## src/rtl/proc_pkt_gen_pkg.sv

```systemverilog
// Shared global-buffer parameters and the burst-engine state type.
package proc_pkt_gen_pkg;
  localparam int DEF_BANK_DATA_WIDTH = 64;
  localparam int DEF_GLB_ADDR_WIDTH  = 22;

  typedef enum logic [1:0] {IDLE, WRITE, READ, DRAIN} state_e;
endpackage

```

## src/rtl/proc_rd_fifo.sv

```systemverilog
// Read-response buffer: synchronous push/pop, both allowed in the same cycle.
module proc_rd_fifo #(
  parameter int W     = 64,
  parameter int DEPTH = 4
) (
  input  logic                       clk,
  input  logic                       reset,
  input  logic                       push,
  input  logic [W-1:0]               din,
  input  logic                       pop,
  output logic [W-1:0]               dout,
  output logic                       empty,
  output logic                       full,
  output logic [$clog2(DEPTH):0]     count
);
  localparam int AW = $clog2(DEPTH);

  logic [W-1:0]  mem [DEPTH];
  logic [AW-1:0] wr_ptr_q, wr_ptr_d, rd_ptr_q, rd_ptr_d;
  logic [AW:0]   count_q, count_d;
  logic          do_push, do_pop;

  assign empty   = (count_q == '0);
  assign full    = (count_q == (AW+1)'(DEPTH));
  assign count   = count_q;
  assign dout    = mem[rd_ptr_q];
  assign do_push = push && !full;
  assign do_pop  = pop && !empty;

  always_comb begin
    wr_ptr_d = wr_ptr_q;
    rd_ptr_d = rd_ptr_q;
    count_d  = count_q;
    if (do_push) wr_ptr_d = wr_ptr_q + AW'(1);
    if (do_pop)  rd_ptr_d = rd_ptr_q + AW'(1);
    unique case ({do_push, do_pop})
      2'b10:   count_d = count_q + (AW+1)'(1);
      2'b01:   count_d = count_q - (AW+1)'(1);
      default: count_d = count_q;
    endcase
  end

  always_ff @(posedge clk) begin
    if (reset) begin
      wr_ptr_q <= '0;
      rd_ptr_q <= '0;
      count_q  <= '0;
    end else begin
      wr_ptr_q <= wr_ptr_d;
      rd_ptr_q <= rd_ptr_d;
      count_q  <= count_d;
    end
  end

  always_ff @(posedge clk) begin
    if (do_push) mem[wr_ptr_q] <= din;
  end
endmodule

```

## src/rtl/proc_pkt_gen.sv

```systemverilog
// Burst engine turning write/read commands into single-beat GLB processor packets,
// with credit-limited read issue so responses always fit the return buffer.
module proc_pkt_gen
  import proc_pkt_gen_pkg::*;
#(
  parameter int BANK_DATA_WIDTH = DEF_BANK_DATA_WIDTH,
  parameter int GLB_ADDR_WIDTH  = DEF_GLB_ADDR_WIDTH,
  parameter int RD_FIFO_DEPTH   = 4
) (
  input  logic                         clk,
  input  logic                         reset,
  input  logic                         cmd_valid,
  output logic                         cmd_ready,
  input  logic                         cmd_write,
  input  logic [GLB_ADDR_WIDTH-1:0]    cmd_addr,
  input  logic [15:0]                  cmd_len,
  input  logic                         wdata_valid,
  output logic                         wdata_ready,
  input  logic [BANK_DATA_WIDTH-1:0]   wdata,
  input  logic [BANK_DATA_WIDTH/8-1:0] wdata_strb,
  output logic                         rdata_valid,
  input  logic                         rdata_ready,
  output logic [BANK_DATA_WIDTH-1:0]   rdata,
  output logic                         wr_en,
  output logic [BANK_DATA_WIDTH/8-1:0] wr_strb,
  output logic [GLB_ADDR_WIDTH-1:0]    wr_addr,
  output logic [BANK_DATA_WIDTH-1:0]   wr_data,
  output logic                         rd_en,
  output logic [GLB_ADDR_WIDTH-1:0]    rd_addr,
  input  logic [BANK_DATA_WIDTH-1:0]   rd_data,
  input  logic                         rd_data_valid,
  output logic                         done,
  output logic                         err
);
  localparam int STRB_W = BANK_DATA_WIDTH / 8;
  localparam int CNT_W  = $clog2(RD_FIFO_DEPTH) + 1;

  state_e                      state_q, state_d;
  logic [GLB_ADDR_WIDTH-1:0]   addr_q, addr_d;
  logic [15:0]                 len_q, len_d;
  logic [CNT_W-1:0]            outst_q, outst_d;
  logic                        wr_en_q, wr_en_d, rd_en_q, rd_en_d;
  logic [STRB_W-1:0]           wr_strb_q, wr_strb_d;
  logic [GLB_ADDR_WIDTH-1:0]   wr_addr_q, wr_addr_d, rd_addr_q, rd_addr_d;
  logic [BANK_DATA_WIDTH-1:0]  wr_data_q, wr_data_d;
  logic                        done_q, done_d, err_q, err_d;

  logic                        fifo_push, fifo_pop, fifo_empty, fifo_full;
  logic [CNT_W-1:0]            fifo_count;
  logic                        resp_ok, room, issue, last_pop;
  logic [GLB_ADDR_WIDTH-1:0]   addr_step;

  proc_rd_fifo #(.W(BANK_DATA_WIDTH), .DEPTH(RD_FIFO_DEPTH)) u_rd_fifo (
    .clk   (clk),
    .reset (reset),
    .push  (fifo_push),
    .din   (rd_data),
    .pop   (fifo_pop),
    .dout  (rdata),
    .empty (fifo_empty),
    .full  (fifo_full),
    .count (fifo_count)
  );

  // A response is only legitimate if a read is still in flight; anything else is stray.
  assign resp_ok     = rd_data_valid && (outst_q != '0);
  assign fifo_push   = resp_ok && !fifo_full;
  assign rdata_valid = !fifo_empty;
  assign fifo_pop    = rdata_valid && rdata_ready;
  assign room        = ({1'b0, outst_q} + {1'b0, fifo_count}) < (CNT_W+1)'(RD_FIFO_DEPTH);
  assign last_pop    = (state_q == DRAIN) && fifo_pop && (outst_q == '0) &&
                       (fifo_count == CNT_W'(1));
  assign addr_step   = addr_q + GLB_ADDR_WIDTH'(STRB_W);

  assign cmd_ready   = (state_q == IDLE);
  assign wdata_ready = (state_q == WRITE);
  assign wr_en       = wr_en_q;
  assign wr_strb     = wr_strb_q;
  assign wr_addr     = wr_addr_q;
  assign wr_data     = wr_data_q;
  assign rd_en       = rd_en_q;
  assign rd_addr     = rd_addr_q;
  assign done        = done_q || last_pop;
  assign err         = err_q;

  always_comb begin
    state_d   = state_q;
    addr_d    = addr_q;
    len_d     = len_q;
    wr_en_d   = 1'b0;
    wr_strb_d = wr_strb_q;
    wr_addr_d = wr_addr_q;
    wr_data_d = wr_data_q;
    rd_en_d   = 1'b0;
    rd_addr_d = rd_addr_q;
    done_d    = 1'b0;
    err_d     = err_q || (rd_data_valid && (outst_q == '0));
    issue     = 1'b0;
    unique case (state_q)
      IDLE: begin
        if (cmd_valid) begin
          addr_d = cmd_addr & ~GLB_ADDR_WIDTH'(STRB_W - 1);
          len_d  = cmd_len;
          if (cmd_len == '0) done_d  = 1'b1;
          else               state_d = cmd_write ? WRITE : READ;
        end
      end
      WRITE: begin
        if (wdata_valid) begin
          wr_en_d   = 1'b1;
          wr_addr_d = addr_q;
          wr_data_d = wdata;
          wr_strb_d = wdata_strb;
          addr_d    = addr_step;
          len_d     = len_q - 16'd1;
          if (len_q == 16'd1) begin
            state_d = IDLE;
            done_d  = 1'b1;
          end
        end
      end
      READ: begin
        if (room) begin
          issue     = 1'b1;
          rd_en_d   = 1'b1;
          rd_addr_d = addr_q;
          addr_d    = addr_step;
          len_d     = len_q - 16'd1;
          if (len_q == 16'd1) state_d = DRAIN;
        end
      end
      DRAIN: begin
        if (last_pop) state_d = IDLE;
      end
      default: state_d = IDLE;
    endcase
    unique case ({issue, resp_ok})
      2'b10:   outst_d = outst_q + CNT_W'(1);
      2'b01:   outst_d = outst_q - CNT_W'(1);
      default: outst_d = outst_q;
    endcase
  end

  always_ff @(posedge clk) begin
    if (reset) begin
      state_q   <= IDLE;
      addr_q    <= '0;
      len_q     <= '0;
      outst_q   <= '0;
      wr_en_q   <= 1'b0;
      wr_strb_q <= '0;
      wr_addr_q <= '0;
      wr_data_q <= '0;
      rd_en_q   <= 1'b0;
      rd_addr_q <= '0;
      done_q    <= 1'b0;
      err_q     <= 1'b0;
    end else begin
      state_q   <= state_d;
      addr_q    <= addr_d;
      len_q     <= len_d;
      outst_q   <= outst_d;
      wr_en_q   <= wr_en_d;
      wr_strb_q <= wr_strb_d;
      wr_addr_q <= wr_addr_d;
      wr_data_q <= wr_data_d;
      rd_en_q   <= rd_en_d;
      rd_addr_q <= rd_addr_d;
      done_q    <= done_d;
      err_q     <= err_d;
    end
  end
endmodule
```

## config.mk

```make
export PLATFORM = sky130hd
export DESIGN_NAME = proc_pkt_gen
export DESIGN_NICKNAME = d
export VERILOG_FILES = /design/src/rtl/proc_pkt_gen_pkg.sv /design/src/rtl/proc_rd_fifo.sv /design/src/rtl/proc_pkt_gen.sv
export SDC_FILE = /design/constraint.sdc
export NUM_CORES = 1
export LEC_CHECK = 0
export ABC_AREA = 1
export CORE_MARGIN = 3
export CORE_UTILIZATION = 35
export DETAILED_ROUTE_END_ITERATION = 6
export GPL_ROUTABILITY_DRIVEN = 0
export PLACE_DENSITY_LB_ADDON = 0.1
export SYNTH_ARGS = -nofsm -noshare
export SYNTH_HDL_FRONTEND = slang
export SYNTH_SLANG_ARGS = --single-unit
```

## constraint.sdc

```tcl
create_clock -name clk -period 3.9 [get_ports clk]
set_clock_uncertainty 0.15 [all_clocks]
set_input_delay 0.585 -clock clk [delete_from_list [all_inputs] [get_ports clk]]
set_output_delay 0.585 -clock clk [all_outputs]
set_load 0.05 [all_outputs]
```

======== Yosys cells after proc, flatten, opt, wreduce, memory -nomap -nowiden ========
Memories as Yosys holds them, arrays and structs flattened. A register that Yosys moved wholly into a read port is not among the register bits.
Cells that the tools add are included.
storage, ports and cells
  flip-flop bits (word level) ............. 170
  memory bits (writable) .................. 256
  input port bits ......................... 181
  output and inout bits ................... 187
  logic and storage cells ................. 101
  memories ................................ 1
operators by class
  add/sub/neg operators ................... 9
  $lt $le $gt $ge ......................... 1
  eq/ne operators ......................... 17
  mux-type cells .......................... 31
  bitwise gates (word level) .............. 1
  reduce and logical (&&, ||, !) cells .... 26
memory list
  name           depth  bits a word  rd ports  clocked after memory_dff  write ports  line                text
  u_rd_fifo.mem  4      64           1         1                         1            proc_rd_fifo.sv:18  logic [W-1:0] mem [DEPTH];
operators with widths
  operator                                                                 number
  22-bit 2-to-1 mux                                                        3
  22-bit case mux with 3 select lines                                      1
  16-bit 2-to-1 mux                                                        3
  16-bit case mux with 3 select lines                                      1
  22-bit by 4-bit adder with 22-bit output (second input constant)         1
  2-bit 2-to-1 mux                                                         10
  16-bit by 1-bit equality test with 1-bit output (second input constant)  1
  16-bit logical NOT                                                       1
  16-bit by 1-bit subtractor with 16-bit output (second input constant)    1
  2-bit != test (second input constant)                                    6
  3-bit case mux with 2 select lines                                       2
  1-bit logical AND                                                        9
  1-bit 2-to-1 mux                                                         9
  2-bit equality test (second input constant)                              4
  2-bit case mux with 4 select lines                                       1
  7-bit AND reduction                                                      1
  3-bit by 1-bit adder with 3-bit output (second input constant)           2
  2-bit by 1-bit equality test with 1-bit output (second input constant)   3
  3-bit logical NOT                                                        2
  3-bit nonzero test                                                       2
  3-bit by 1-bit subtractor with 3-bit output (second input constant)      2
  2-bit by 1-bit adder with 2-bit output (second input constant)           2
  3-bit by 3-bit adder with 4-bit output                                   1
  4-bit by 3-bit < comparator with 1-bit output (second input constant)    1
  12 further kinds                                                         16

======== Logic depth before layout (Yosys ltp) ========
Gate-level depths: netlist (run 1).
  depth after elaboration ................. 8
  gate-level depth with buffers ........... 11
  gate-level depth less buffers ........... 11

======== Hierarchy ========
Synthesis (run 1) repeated with hierarchy kept, for this count alone.
second synthesis, totals
  cell total of the unflattened synthesis .. 1675
  area total of the unflattened synthesis .. 16836.1 µm²
by module, submodules not included
  module        instances  cells each  area each (µm²)  sequential area each (µm²)
  proc_rd_fifo  1          689         9979.6           7867.5
  proc_pkt_gen  1          986         6856.6           3083.0

======== Worst setup path before layout (run 1) ========
OpenSTA, ideal clock, no wires.
  path kind ............................... input-to-reg
  start point ............................. input port rd_data_valid
  end point ............................... memory u_rd_fifo.mem[0][0], enable pin
  library setup time ...................... 487 ps
  arrival time ............................ 3603 ps
  required time ........................... 3263 ps
  slack ................................... -340 ps
  cell stages on the path ................. 4
  path buffers ............................ 0
  cells stage by stage .................... inv_1 -> nor2_1 -> nand2_1 -> nor2_1
on the way
  cells in the longest elaborated chain, start to end .. 5
RTL lines
  element                                 line                text
  start: declaration                      proc_pkt_gen.sv:31  input logic rd_data_valid,
  1-bit logical AND                       proc_pkt_gen.sv:66  assign resp_ok = rd_data_valid && (outst_q != '0);
  1-bit logical AND                       proc_pkt_gen.sv:67  assign fifo_push = resp_ok && !fifo_full;
  1-bit logical AND                       proc_rd_fifo.sv:27  assign do_push = push && !full;
  1-bit 2-to-1 mux                        proc_rd_fifo.sv:56  if (do_push) mem[wr_ptr_q] <= din;
  1-bit 2-to-1 mux (not written as such)  proc_rd_fifo.sv:56
  end: declaration                        proc_rd_fifo.sv:18
Every way passes these cells.

==> flow_summary.html, run 1 <==
<table>
<tr><th>Metric</th><th>Value</th></tr>
<tr><th colspan="2">Status</th></tr>
<tr><td>Run status</td><td>completed</td></tr>
<tr><th colspan="2">Global route</th></tr>
<tr><td>Global route total overflow</td><td>0</td></tr>
<tr><td>First-pass GRT wire length</td><td>70800 µm</td></tr>
<tr><td>Overall global routing resource usage</td><td>17.8%</td></tr>
<tr><td>Vias in the first global route</td><td>12600</td></tr>
<tr><td>Antenna violations before repair</td><td>1</td></tr>
<tr><td>Pin count of the biggest net entering global routing</td><td>102</td></tr>
<tr><th colspan="2">Logic synthesis</th></tr>
<tr><td>Syn Std Cell Area</td><td>16700 µm²</td></tr>
<tr><td>Mean area per synthesized cell</td><td>9.96 µm²</td></tr>
<tr><td>Most instantiated flip-flop cell in the synthesis netlist</td><td>edfxtp_1</td></tr>
<tr><td>Warnings from Yosys</td><td>0</td></tr>
<tr><td>Portion of the post-synthesis area used by sequential elements</td><td>65.5%</td></tr>
<tr><td>#FFs+latches synth</td><td>419</td></tr>
<tr><td>Synth top area share</td><td>46.0%</td></tr>
<tr><td>Most area-consuming cells after synthesis</td><td>edfxtp_1 (46%), dfxtp_1 (20%), nor2_1 (9.0%), o21ai_0 (8.3%), nand2_1 (3.6%)</td></tr>
<tr><td>Gate Count Post-Synth</td><td>1680</td></tr>
<tr><td>Post-synth EDFFs</td><td>256</td></tr>
<tr><td>Synth unique cells</td><td>37</td></tr>
<tr><td>Share of flip-flops with an asynchronous set or reset after synthesis</td><td>0%</td></tr>
<tr><td>Post-synth top area cell</td><td>edfxtp_1</td></tr>
<tr><th colspan="2">Place</th></tr>
<tr><td>Count of port buffers added during placement</td><td>358</td></tr>
<tr><td>Half-perimeter wire length after detailed placement</td><td>30200 µm</td></tr>
<tr><td>Instance area after placement</td><td>20900 µm²</td></tr>
<tr><th colspan="2">Power</th></tr>
<tr><td>NetSw</td><td>7.63 mW</td></tr>
<tr><td>Total chip power</td><td>17.9 mW</td></tr>
<tr><td>Seq pwr share</td><td>33.6%</td></tr>
<tr><td>Internal power</td><td>10.2 mW</td></tr>
<tr><td>Power density cells</td><td>799 nW/µm²</td></tr>
<tr><td>Portion of total power attributed to combinational logic</td><td>42.8%</td></tr>
<tr><td>Clock power frac</td><td>23.5%</td></tr>
<tr><td>Peak ir drop on the vdd network</td><td>696 µV</td></tr>
<tr><td>Leakage power of the design</td><td>8.01 nW</td></tr>
<tr><td>Sw Ratio</td><td>42.7%</td></tr>
<tr><th colspan="2">CTS</th></tr>
<tr><td>Number of setup buffers added after CTS</td><td>0</td></tr>
<tr><td>Resized Gates After CTS</td><td>0</td></tr>
<tr><td>Insertion delay to the later sink of the worst-skew pair</td><td>0.58 ns</td></tr>
<tr><td>CTS tree</td><td>yes</td></tr>
<tr><td>Largest buffer count on any clock path</td><td>3</td></tr>
<tr><td>Number of levels in the clock H-tree</td><td>2</td></tr>
<tr><td>Reg clk slew, reported paths</td><td>0.06 ns</td></tr>
<tr><td>Sinks on the clock net</td><td>419</td></tr>
<tr><td>TritonCTS buffer count</td><td>48</td></tr>
<tr><td>Count of hold buffers inserted by post-cts repair</td><td>0</td></tr>
<tr><td>Clock Root Buffer</td><td>clkbuf_16</td></tr>
<tr><th colspan="2">Timing</th></tr>
<tr><td>Slew at the pin closest to its max-slew limit</td><td>1.09 ns</td></tr>
<tr><td>Peak Freq</td><td>0.279 GHz</td></tr>
<tr><td>Total of endpoints with negative setup slack in the final report</td><td>0</td></tr>
<tr><td>Final critical-path share of the clock period</td><td>91.9%</td></tr>
<tr><td>Slew Limit Headroom</td><td>27.4%</td></tr>
<tr><td>Number of failing hold endpoints at the final stage</td><td>0</td></tr>
<tr><td>Setup total negative slack</td><td>0 ns</td></tr>
<tr><td>Total count of max-transition violations in the final report</td><td>0</td></tr>
<tr><td>Post-layout minimum cycle time</td><td>3.58 ns</td></tr>
<tr><td>RSZ-0062 raised after global routing</td><td>no</td></tr>
<tr><th colspan="2">Detailed routing</th></tr>
<tr><td>Drt wl/cell</td><td>17.3 µm</td></tr>
<tr><td>Routed Wire Length</td><td>46200 µm</td></tr>
<tr><td>Number of nets with antenna violations after detailed routing</td><td>0</td></tr>
<tr><td>DRC viols</td><td>0</td></tr>
<tr><td>Detailed-route via count</td><td>12900</td></tr>
<tr><td>Detailed router's first-iteration violation count</td><td>770</td></tr>
<tr><td>First-pass detailed-route iteration total</td><td>5</td></tr>
<tr><td>Post-DR vias/cell</td><td>4.84</td></tr>
<tr><th colspan="2">Flow run</th></tr>
<tr><td>Max-cap violation count</td><td>0</td></tr>
<tr><th colspan="2">Final layout</th></tr>
<tr><td>Proportion of layout cells with a drive suffix above 1</td><td>8.79%</td></tr>
<tr><td>Number of diodes</td><td>0</td></tr>
<tr><td>Most frequent cells in the layout</td><td>nor2_1 (396), clkdlybuf4s50_1 (294), o21ai_0 (277)</td></tr>
<tr><td>Total of fill cells in the finished design</td><td>4476</td></tr>
<tr><td>Area of all sequential standard cells</td><td>11000 µm²</td></tr>
<tr><td>Layout Nets</td><td>2220</td></tr>
<tr><td>Synthesis-to-finish area growth</td><td>33.6%</td></tr>
<tr><td>Final Core Density</td><td>47.7%</td></tr>
<tr><td>Fin area</td><td>22400 µm²</td></tr>
<tr><td>Multi-input gate area</td><td>5060 µm²</td></tr>
<tr><td>Most common library cell in the layout ignoring fill and taps</td><td>nor2_1</td></tr>
<tr><th colspan="2">Die</th></tr>
<tr><td>Die area</td><td>50500 µm²</td></tr>
<tr><td>Area inside the core boundary</td><td>46900 µm²</td></tr>
<tr><td>Site Rows</td><td>79</td></tr>
<tr><td>Die width</td><td>225 µm</td></tr>
<tr><td>Number of primary I/O pins</td><td>368</td></tr>
<tr><td>Die height</td><td>225 µm</td></tr>
<tr><td>Effective utilization at floorplan</td><td>35.7%</td></tr>
<tr><th colspan="2">Setup path</th></tr>
<tr><td>CP startpoint kind</td><td>register</td></tr>
<tr><td>Required time of the worst setup path</td><td>3.16 ns</td></tr>
<tr><td>Nature of the critical path endpoint</td><td>output port</td></tr>
<tr><td>Critical path fanouts, max</td><td>94</td></tr>
<tr><td>WS Path Type</td><td>register to output port</td></tr>
<tr><td>Data arrival time of the worst path</td><td>2.85 ns</td></tr>
<tr><th colspan="2">Worst hold path</th></tr>
<tr><td>Classification of the worst-slack hold path</td><td>register to register</td></tr>
</table>
synth_stat cells (all sizes together) (2+ instances only):
library cell    n
ha             19
nand4           6
nor3            4
xor2            4
nand3          36
clkbuf         68
a211oi          2
o21ai         282
or2             4
buf            36
a21oi          73
nand2         162
inv            80
edfxtp        256
dfxtp         163
nand3b          8
nor2          402
o22ai          66
path summary, 6_finish.rpt:
kind | slack, ns | start | endpoint | depth (start not counted)
setup reg to reg | 1.44 | u_rd_fifo.count[0] | u_rd_fifo.mem[0][46] | 6
setup / recovery | 0.32 | register | rdata[28] | 5
hold / removal | 0.29 | rd_addr[15] | rd_addr[15] | 2
hold reg to reg | 0.29 | rd_addr[15] | rd_addr[15] | 2
kinds of logic (layout without fill, tap and decap cells):
group                      Yosys count  in the layout  synth area share, %
buffers and inverters              185            558                 4.61
AOI/OAI and AO/OA                  426            426                 13.3
other                                1              6               0.0224
xor gates and xnor gates             5              5                0.262
DFF                                419            419                 65.5
and+or+nand+nor                    624            624                 14.8
adders and majority gates           20             20                 1.54
area by class of cell:
cell class	instances	share of cell area (%)
clock inverters	26	0.834
repair buffers	388	16.9
flip-flops and latches	419	49.0
well taps	607	3.40
clock buffers	63	5.80
inverters	81	1.39
multi-input cells	1081	22.6
through the flow:
stage | worst slack, ns | hold WS [ns] | cells
after floorplan | -0.340 | 0.306 | 1685
after global placement | 0.844 | 0.283 | 2576
after detailed placement | 0.839 | 0.287 | 2576
after CTS | 0.231 | 0.296 | 2665
after global routing | 0.105 | 0.311 | 2665
final | 0.316 | 0.293 | 2665
power groups by stage:
stage | clock network (mW) | logic, mW | registers [mW]
after floorplan | 0 | 4.47 | 6.88
after global placement | 0 | 7.67 | 6.08
after detailed placement | 0 | 7.72 | 6.09
after CTS | 4.35 | 7.74 | 6.00
after global routing | 4.51 | 8.34 | 6.10
final | 4.20 | 7.65 | 6.00
routing by layer:
layer / share of wire, % / wire length (µm) / up-vias / global-route usage [%]
met5: 0.028 / 13 / - / 0
met3: 4.5 / 2090 / 76 / 3.22
li1: - / - / 6434 / -
met2: 48 / 22200 / 298 / 29.6
met1: 44 / 20500 / 6086 / 23.3
met4: 3.0 / 1400 / 2 / 6.60
critical path, cell delays in order, from the launching register on:
cell and delay [ns]:
dfxtp_4 0.34, buf_4 0.33, buf_4 0.75, o21ai_0 0.22, o22ai_1 0.25, buf_4 0.24
registers in the layout, indices dropped and copies added, names as in the netlist, 2 cells and up, named ones only:
| register | flops |
|---|---|
| u_rd_fifo.mem | 256 |
| wr_data | 64 |
| addr_q | 19 |
| rd_addr | 19 |
| wr_addr | 19 |
| len_q | 16 |
| wr_strb | 8 |
| outst_q | 3 |
| u_rd_fifo.count | 3 |
| state_q | 2 |
| u_rd_fifo.rd_ptr_q | 2 |
| u_rd_fifo.wr_ptr_q | 2 |
(Power assumes the default switching activity.)
==> run 2: changes to the inputs <==
ABC_CLOCK_PERIOD_IN_PS = 3900   (was unset)
==> results of run 2 <==
No change in the layout: final DEF, timing and power equal those of run 1.
